<file path="src/rtl/fwd_hazard_unit.sv">
// fwd_hazard_unit: EX operand forwarding mux plus load-use stall FSM.
// Optional macro FWD_WB_EN adds WB-stage forwarding and hold-time capture registers.
`default_nettype none

module fwd_hazard_unit #(
   parameter int XLEN     = 32,
   parameter int NREAD    = 2,
   parameter int LOAD_LAT = 1
) (
   input  logic                  clk,
   input  logic                  rst_n,
   input  logic [NREAD*5-1:0]    rs_addr_ID,
   input  logic [NREAD*5-1:0]    rs_addr_EX,
   input  logic [NREAD*XLEN-1:0] read_EX,
   input  logic [4:0]            rd_MEM,
   input  logic                  wen_MEM,
   input  logic                  load_MEM,
   input  logic [XLEN-1:0]       alu_MEM,
   input  logic [4:0]            rd_WB,
   input  logic                  wen_WB,
   input  logic [XLEN-1:0]       data_WB,
   input  logic [4:0]            rd_EX,
   input  logic                  wen_EX,
   input  logic                  load_EX,
   input  logic                  ex_hold,
   input  logic                  flush_EX,
   output logic [NREAD*XLEN-1:0] read_EX_pro,
   output logic                  stall_ID,
   output logic                  bubble_EX
);

   localparam logic [0:0] c_S_IDLE   = 1'b0;
   localparam logic [0:0] c_S_STALL  = 1'b1;
   localparam logic [1:0] c_CNT_INIT = 2'(LOAD_LAT - 1);
   localparam bit         c_MULTI    = (LOAD_LAT > 1);

   logic [0:0] r_state;
   logic [1:0] r_cnt;
   logic       w_hazard;
   logic       w_fsm_stall;
   logic [4:0] w_rs;

   always_comb begin
      w_hazard = 1'b0;
      for (int i = 0; i < NREAD; i++) begin
         if (rs_addr_ID[i*5 +: 5] == rd_EX) w_hazard = 1'b1;
      end
      w_hazard = w_hazard & wen_EX & load_EX & (rd_EX != 5'd0);
   end

   assign w_fsm_stall = (r_state == c_S_STALL) | w_hazard;
   // Outputs are gated by reset so they drop the instant rst_n falls.
   assign stall_ID    = rst_n & ~flush_EX & (w_fsm_stall | ex_hold);
   assign bubble_EX   = rst_n & ~flush_EX & w_fsm_stall;

   always_ff @(posedge clk or negedge rst_n) begin
      if (!rst_n) begin
         r_state <= c_S_IDLE;
         r_cnt   <= 2'd0;
      end else if (flush_EX) begin
         r_state <= c_S_IDLE;
         r_cnt   <= 2'd0;
      end else if (!ex_hold) begin
         case (r_state)
            c_S_IDLE: begin
               if (w_hazard && c_MULTI) begin
                  r_state <= c_S_STALL;
                  r_cnt   <= c_CNT_INIT;
               end
            end
            default: begin
               // The IDLE detection cycle is the first bubble; leave once the count is spent.
               if (r_cnt <= 2'd1) begin
                  r_state <= c_S_IDLE;
                  r_cnt   <= 2'd0;
               end else begin
                  r_cnt   <= r_cnt - 2'd1;
               end
            end
         endcase
      end
   end

`ifdef FWD_WB_EN
   logic            r_cap_vld  [NREAD];
   logic [XLEN-1:0] r_cap_data [NREAD];

   generate
      for (genvar gi = 0; gi < NREAD; gi++) begin : g_cap
         logic [4:0] w_rs_cap;
         assign w_rs_cap = rs_addr_EX[gi*5 +: 5];

         always_ff @(posedge clk or negedge rst_n) begin
            if (!rst_n) begin
               r_cap_vld[gi]  <= 1'b0;
               r_cap_data[gi] <= '0;
            end else if (flush_EX || !ex_hold) begin
               r_cap_vld[gi]  <= 1'b0;
            end else if (!r_cap_vld[gi] && wen_WB && (rd_WB == w_rs_cap) && (w_rs_cap != 5'd0)) begin
               r_cap_vld[gi]  <= 1'b1;
               r_cap_data[gi] <= data_WB;
            end
         end
      end
   endgenerate
`else
   logic w_unused_wb;
   assign w_unused_wb = ^{rd_WB, wen_WB, data_WB};
`endif

   always_comb begin
      read_EX_pro = read_EX;
      w_rs        = 5'd0;
      for (int i = 0; i < NREAD; i++) begin
         w_rs = rs_addr_EX[i*5 +: 5];
`ifdef FWD_WB_EN
         if (r_cap_vld[i]) begin
            read_EX_pro[i*XLEN +: XLEN] = r_cap_data[i];
         end else if (w_rs != 5'd0 && wen_MEM && !load_MEM && rd_MEM == w_rs) begin
            read_EX_pro[i*XLEN +: XLEN] = alu_MEM;
         end else if (w_rs != 5'd0 && wen_WB && rd_WB == w_rs) begin
            read_EX_pro[i*XLEN +: XLEN] = data_WB;
         end
`else
         if (w_rs != 5'd0 && wen_MEM && !load_MEM && rd_MEM == w_rs) begin
            read_EX_pro[i*XLEN +: XLEN] = alu_MEM;
         end
`endif
      end
   end

endmodule

`default_nettype wire

</file>
<file path="config.mk">
export PLATFORM = sky130hd
export DESIGN_NAME = fwd_hazard_unit
export DESIGN_NICKNAME = d
export VERILOG_FILES = /design/src/rtl/fwd_hazard_unit.sv
export SDC_FILE = /design/constraint.sdc
export NUM_CORES = 1
export LEC_CHECK = 0
export ABC_CLOCK_PERIOD_IN_PS = 4650
export CAP_MARGIN = 20
export CORE_ASPECT_RATIO = 0.9
export CORE_MARGIN = 8
export CORE_UTILIZATION = 24
export CTS_CLUSTER_DIAMETER = 150
export DETAILED_ROUTE_END_ITERATION = 8
export PLACE_DENSITY = 0.87
export SYNTH_ARGS = -nofsm -noshare
export SYNTH_HDL_FRONTEND = slang
export SYNTH_SLANG_ARGS = --single-unit
</file>
<file path="constraint.sdc">
create_clock -name clk -period 4.65 [get_ports clk]
set_clock_uncertainty 0.1 [all_clocks]
set_input_delay 0.93 -clock clk [delete_from_list [all_inputs] [get_ports clk]]
set_output_delay 0.93 -clock clk [all_outputs]
set_load 0.1 [all_outputs]
</file>
# Word level (Yosys, flattened, before mapping)
# Index checks and enable logic that the tools add are counted.
[totals] regBits=3 inputBits=172 output_inout_bits=66 word_cells=42
[op_classes] add_sub_neg=1 magnitude_cmp=1 eq_ne=5 muxes=12 bitwise_logic=9 reduce_logical=12
[op_table] operator="two-way mux 32 bit" n=2
[op_table] operator="equality test 5 bit" n=4
[op_table] operator="nonzero test 5 bit" n=3
[op_table] operator="two-way mux 2 bit" n=4
[op_table] operator="AND 1 bit" n=6
[op_table] operator="logical AND 1 bit" n=6
[op_table] operator="two-way mux 1 bit" n=6
[op_table] operator="<= comparator 2 x 1 -> 1 bit, second input constant" n=1
[op_table] operator="!= test 2 x 1 -> 1 bit, second input constant" n=1
[op_table] operator="bitwise OR 1 bit" n=2
[op_table] operator="AND reduction 2 bit" n=1
[op_table] operator="nonzero test 2 bit" n=1
[op_table] operator="subtractor 2 x 1 -> 2 bit, second input constant" n=1
[op_table] operator="zero test 1 bit" n=1
[op_table] operator="NOT 1 bit" n=1

# Longest topological paths before layout
[depth] depth_word=9 depth_mapped=5 mapped_depth_nobuf=4

# Worst setup path after synthesis
# No wires, ideal clock.
[synth_timing] path_kind="input -> output" start="in rs_addr_ID[1]" end="out bubble_EX" arrival_time_ns=3.478 t_required_ns=3.620 path_slack_ns=0.142 path_stages=4 path_buffers=0 path_cell_list="xor2_1 > nor3_1 > a22oi_1 > o21ai_0"
[synth_between] elab_chain_cells=8
[synth_lines] item="from (decl)" line_no="12" rtl="input logic [NREAD*5-1:0] rs_addr_ID,"
[synth_lines] item="equality test 5 bit" line_no="46" rtl="if (rs_addr_ID[i*5 +: 5] == rd_EX) w_hazard = 1'b1;"
[synth_lines] item="two-way mux 1 bit (2 in series)" line_no="46"
[synth_lines] item="AND 1 bit (3 in series)" line_no="48" rtl="w_hazard = w_hazard & wen_EX & load_EX & (rd_EX != 5'd0);"
[synth_lines] item="bitwise OR 1 bit" line_no="51" rtl="assign w_fsm_stall = (r_state == c_S_STALL) | w_hazard;"
[synth_lines] item="AND 1 bit" line_no="54" rtl="assign bubble_EX = rst_n & ~flush_EX & w_fsm_stall;"
[synth_lines] item="to (decl)" line_no="29" rtl="output logic bubble_EX"
# No other way between the ends.

# Worst setup path in the final report
[layout_timing] start="in rs_addr_EX[0]" end="out read_EX_pro[28]"
[layout_between] elab_chain_cells=5 elab_cells_between_ends=6 cone_classes="eq/ne (1); mux (1); reduce/logical (4)"
[layout_lines] item="from (decl)" line_no="13" rtl="input logic [NREAD*5-1:0] rs_addr_EX,"
[layout_lines] item="nonzero test 5 bit" line_no="125" rtl="if (w_rs != 5'd0 && wen_MEM && !load_MEM && rd_MEM == w_rs) begin"
[layout_lines] item="logical AND 1 bit (2 in series)" line_no="125"
[layout_lines] item="logical AND 1 bit *" line_no="125"
[layout_lines] item="two-way mux 32 bit *" line_no="125"
[layout_lines] item="to (decl)" line_no="27" rtl="output logic [NREAD*XLEN-1:0] read_EX_pro,"
# Every way passes the cells marked *; elsewhere a longest branch is shown, timed or not.

==> impl_metrics.tcl <==
set metrics [dict create \
    firstDrtPassIters 4 \
    vias 1843 \
    syn_nets 295 \
    vdd_ir_drop_max_uv 112.3 \
    area_growth_pct 187.2 \
    antenna_found_initial 0 \
    synth_edf_count 0 \
    path_cells "clkdlybuf4s50_1, nor4_1, nor3_1, o2111ai_4, buf_12, mux2_2, buf_12" \
    period_needed_ns 3.934 \
    syn_inst 123 \
    utilization 0.6979 \
    rows 27 \
    syn_area_per_cell_sq_um 11.88 \
    crit_buf_inv 3 \
    synth_top_cell_area_share 0.6164 \
    place_ws_ns 0.7072 \
    diodes 0 \
    worst_slack_ns 0.7161 \
    clk_pin_slew_ns 0.03 \
    io_pins 238 \
    tns_ns 0 \
    timing.hold.ws_ns 0.4417 \
    yosys_warnings 0 \
    cts.repair.resized 0 \
    crit_path_top_delay_cell "clkdlybuf4s50_1" \
    hold_path_class "reg -> reg" \
    ys_ff_latch 3 \
    slew_headroom 0.7679 \
    synthArstFlopShare 1.000 \
    synth_common_cells "mux2_4 (60), xor2_1 (16), buf_6 (6), nor2_1 (5), mux2_2 (4)" \
    cap_viol_max_count 0 \
    status "complete, no violations" \
    tightest_slew_ns 0.3455 \
    powerDensity_mw_per_mm2 165.4 \
    postRouteAntennaNets 0 \
    postCtsSetupBuffers 0 \
    nNetsFinal 495 \
    numCtsBuffers 3 \
    grt_max_degree 33 \
    hpwlAfterDp_um 8392 \
    seqCellArea_sq_um 75.07 \
    root_buffer "clkbuf_8" \
    cts.sinks 3 \
    die_x_um 98.26 \
    fin_crit_sh 0.8460 \
    core-area_sq_mm 0.006013 \
    final-hold-violation-count 0 \
    r2r_setup_slack_ns 3.67 \
    grt_pass1_wl_um 13610 \
    groute.usage.overall 0.1988 \
    cp_max_fo 32 \
    grt_pass1_vias 2093 \
    initial_utilization 0.2430 \
    fmaxAchievable_mhz 254.2 \
    yosysSeqAreaShare 0.05137 \
    endpoint_kind "output port" \
    hp-start "r_cnt[0]" \
    multi_input_comb_area_sq_mm 0.001319 \
    crit_path_frequent_cell "buf_12" \
    reg2reg_depth 4 \
    gr-total-overflow 0 \
    htree_num_levels 1 \
    r2r-end "r_cnt[0]" \
    required_ns 3.62 \
    viasPerCell 4.678 \
    cp.arrival_ns 2.90 \
    routedWlPerCell_um 23.62 \
    finalMaxSlewViolations 0 \
    ys_dominant_reg_cell "dfrtp_1" \
    fill_cells 429 \
    synth_most_common_cell "mux2_4" \
    holdBufCountCts 0 \
    cts_tree "done" \
    worstHoldPathCells 2 \
    io_buffers 199 \
    dieHeight_um 90.03 \
    wl_um 9305 \
    layout-drive-gt1-share 0.4317 \
    synth_top_area_cell "mux2_4" \
    slowest_delay_ns 0.44 \
    worst-setup-path-type "in -> out" \
    crit_family "buffers and inverters" \
    globalplace.congestion 0.8344 \
    p_leak_nw 1.936 \
    setup_viol 0 \
    holdPathEnd "r_cnt[0]" \
    finalPower_uw 694.1 \
    synth_area_leaders "mux2_4 (62%), xor2_1 (9.6%), dfrtp_1 (5.1%), buf_6 (4.6%), mux2_2 (3.1%)" \
    critPathLaunchType "primary input" \
    clock_path_buffers 2 \
    drt_first_iter_violations 28 \
    synth_cell_types 24 \
    dieArea_sq_mm 0.008846 \
    insertion_delay_ns 0.21 \
    rsz0062_at_grt "no" \
    r2r_start "r_state" \
    synth_area_sq_mm 0.001461 \
    drc 0 \
]
[layout make-up]
| class | count | area share |
|---|---|---|
| flip-flops and latches | 3 | 0.01789 |
| multi-input cells | 114 | 0.3143 |
| repair buffers | 201 | 0.6357 |
| clock buffers | 4 | 0.01073 |
| well taps | 72 | 0.02147 |
[registers in the layout (all words and copies together) (netlist names)]
| signal | flops |
|---|---|
| r_cnt | 2 |
| r_state | 1 |
[routing by layer]
layer	GRT usage	wire, um	vias to the layer above
li1	-	-	857
met1	0.1951	3291	871
met2	0.3865	5079	99
met3	0.05932	689	16
met4	0.06258	245	0
met5	0	0	-
[placed cells by master, fill, tap and decap left out]
master | netlist | final
a21oi_1 | 1 | 1
a22oi_1 | 1 | 1
and2_1 | 1 | 1
buf_12 | 0 | 66
buf_4 | 0 | 2
clkbuf_1 | 0 | 1
clkbuf_8 | 0 | 3
clkdlybuf4s50_1 | 0 | 133
dfrtp_1 | 3 | 3
mux2_2 | 4 | 4
mux2_4 | 60 | 60
nand2_1 | 2 | 2
nand2b_1 | 1 | 1
nand4_2 | 1 | 1
nor2_1 | 5 | 5
nor2b_1 | 2 | 2
nor3_1 | 3 | 3
nor3_2 | 2 | 2
nor3b_1 | 3 | 3
nor4_1 | 2 | 2
o2111ai_1 | 1 | 1
o2111ai_4 | 1 | 1
o21ai_0 | 3 | 3
o21ai_1 | 1 | 1
or2_0 | 1 | 1
or4_1 | 1 | 1
xnor2_1 | 2 | 2
xor2_1 | 16 | 16
[worst register-to-register path: cells and delay by family (launching register included)]
kind | cells | cell delay (ns)
and+or+nand+nor | 3 | 0.38
AOI/OAI and AO/OA | 1 | 0.06
DFF | 1 | 0.37
[logic make-up after synthesis]
family | share of synthesized area
buffers and inverters | 0.04623
AND/OR/NAND/NOR | 0.1010
AO/OA/AOI/OAI | 0.04623
multiplexers | 0.6473
XOR/XNOR | 0.1079
flip-flops | 0.05137
[where the power goes]
group / switching, mW / total, mW / internal, mW
clock: 0.0151 / 0.0733 / 0.0583
sequential: 0 / 0.0263 / 0.0263
combinational: 0.325 / 0.594 / 0.269
total: 0.340 / 0.694 / 0.354
[metrics by stage]
step	std cells	area, sq um
2_1_floorplan	123	1461
3_3_place_gp	390	4151
3_5_place_dp	390	4151
4_1_cts	394	4197
5_1_grt	394	4197
6_report	394	4197
[how the worst max path moves through the flow]
stage,slack (ns),cells past startpoint,endpoint,from
4_1_cts,0.70,7,read_EX_pro[28],rs_addr_EX[0]
6_report,0.72,7,read_EX_pro[28],rs_addr_EX[0]
2_1_floorplan,0.14,4,bubble_EX,rs_addr_ID[1]
3_5_place_dp,0.71,7,read_EX_pro[28],rs_addr_EX[0]
3_3_place_gp,0.71,7,read_EX_pro[28],rs_addr_EX[0]
5_1_grt,0.63,7,read_EX_pro[28],rs_addr_EX[0]
No activity file was read; power rests on OpenSTA's default activity.
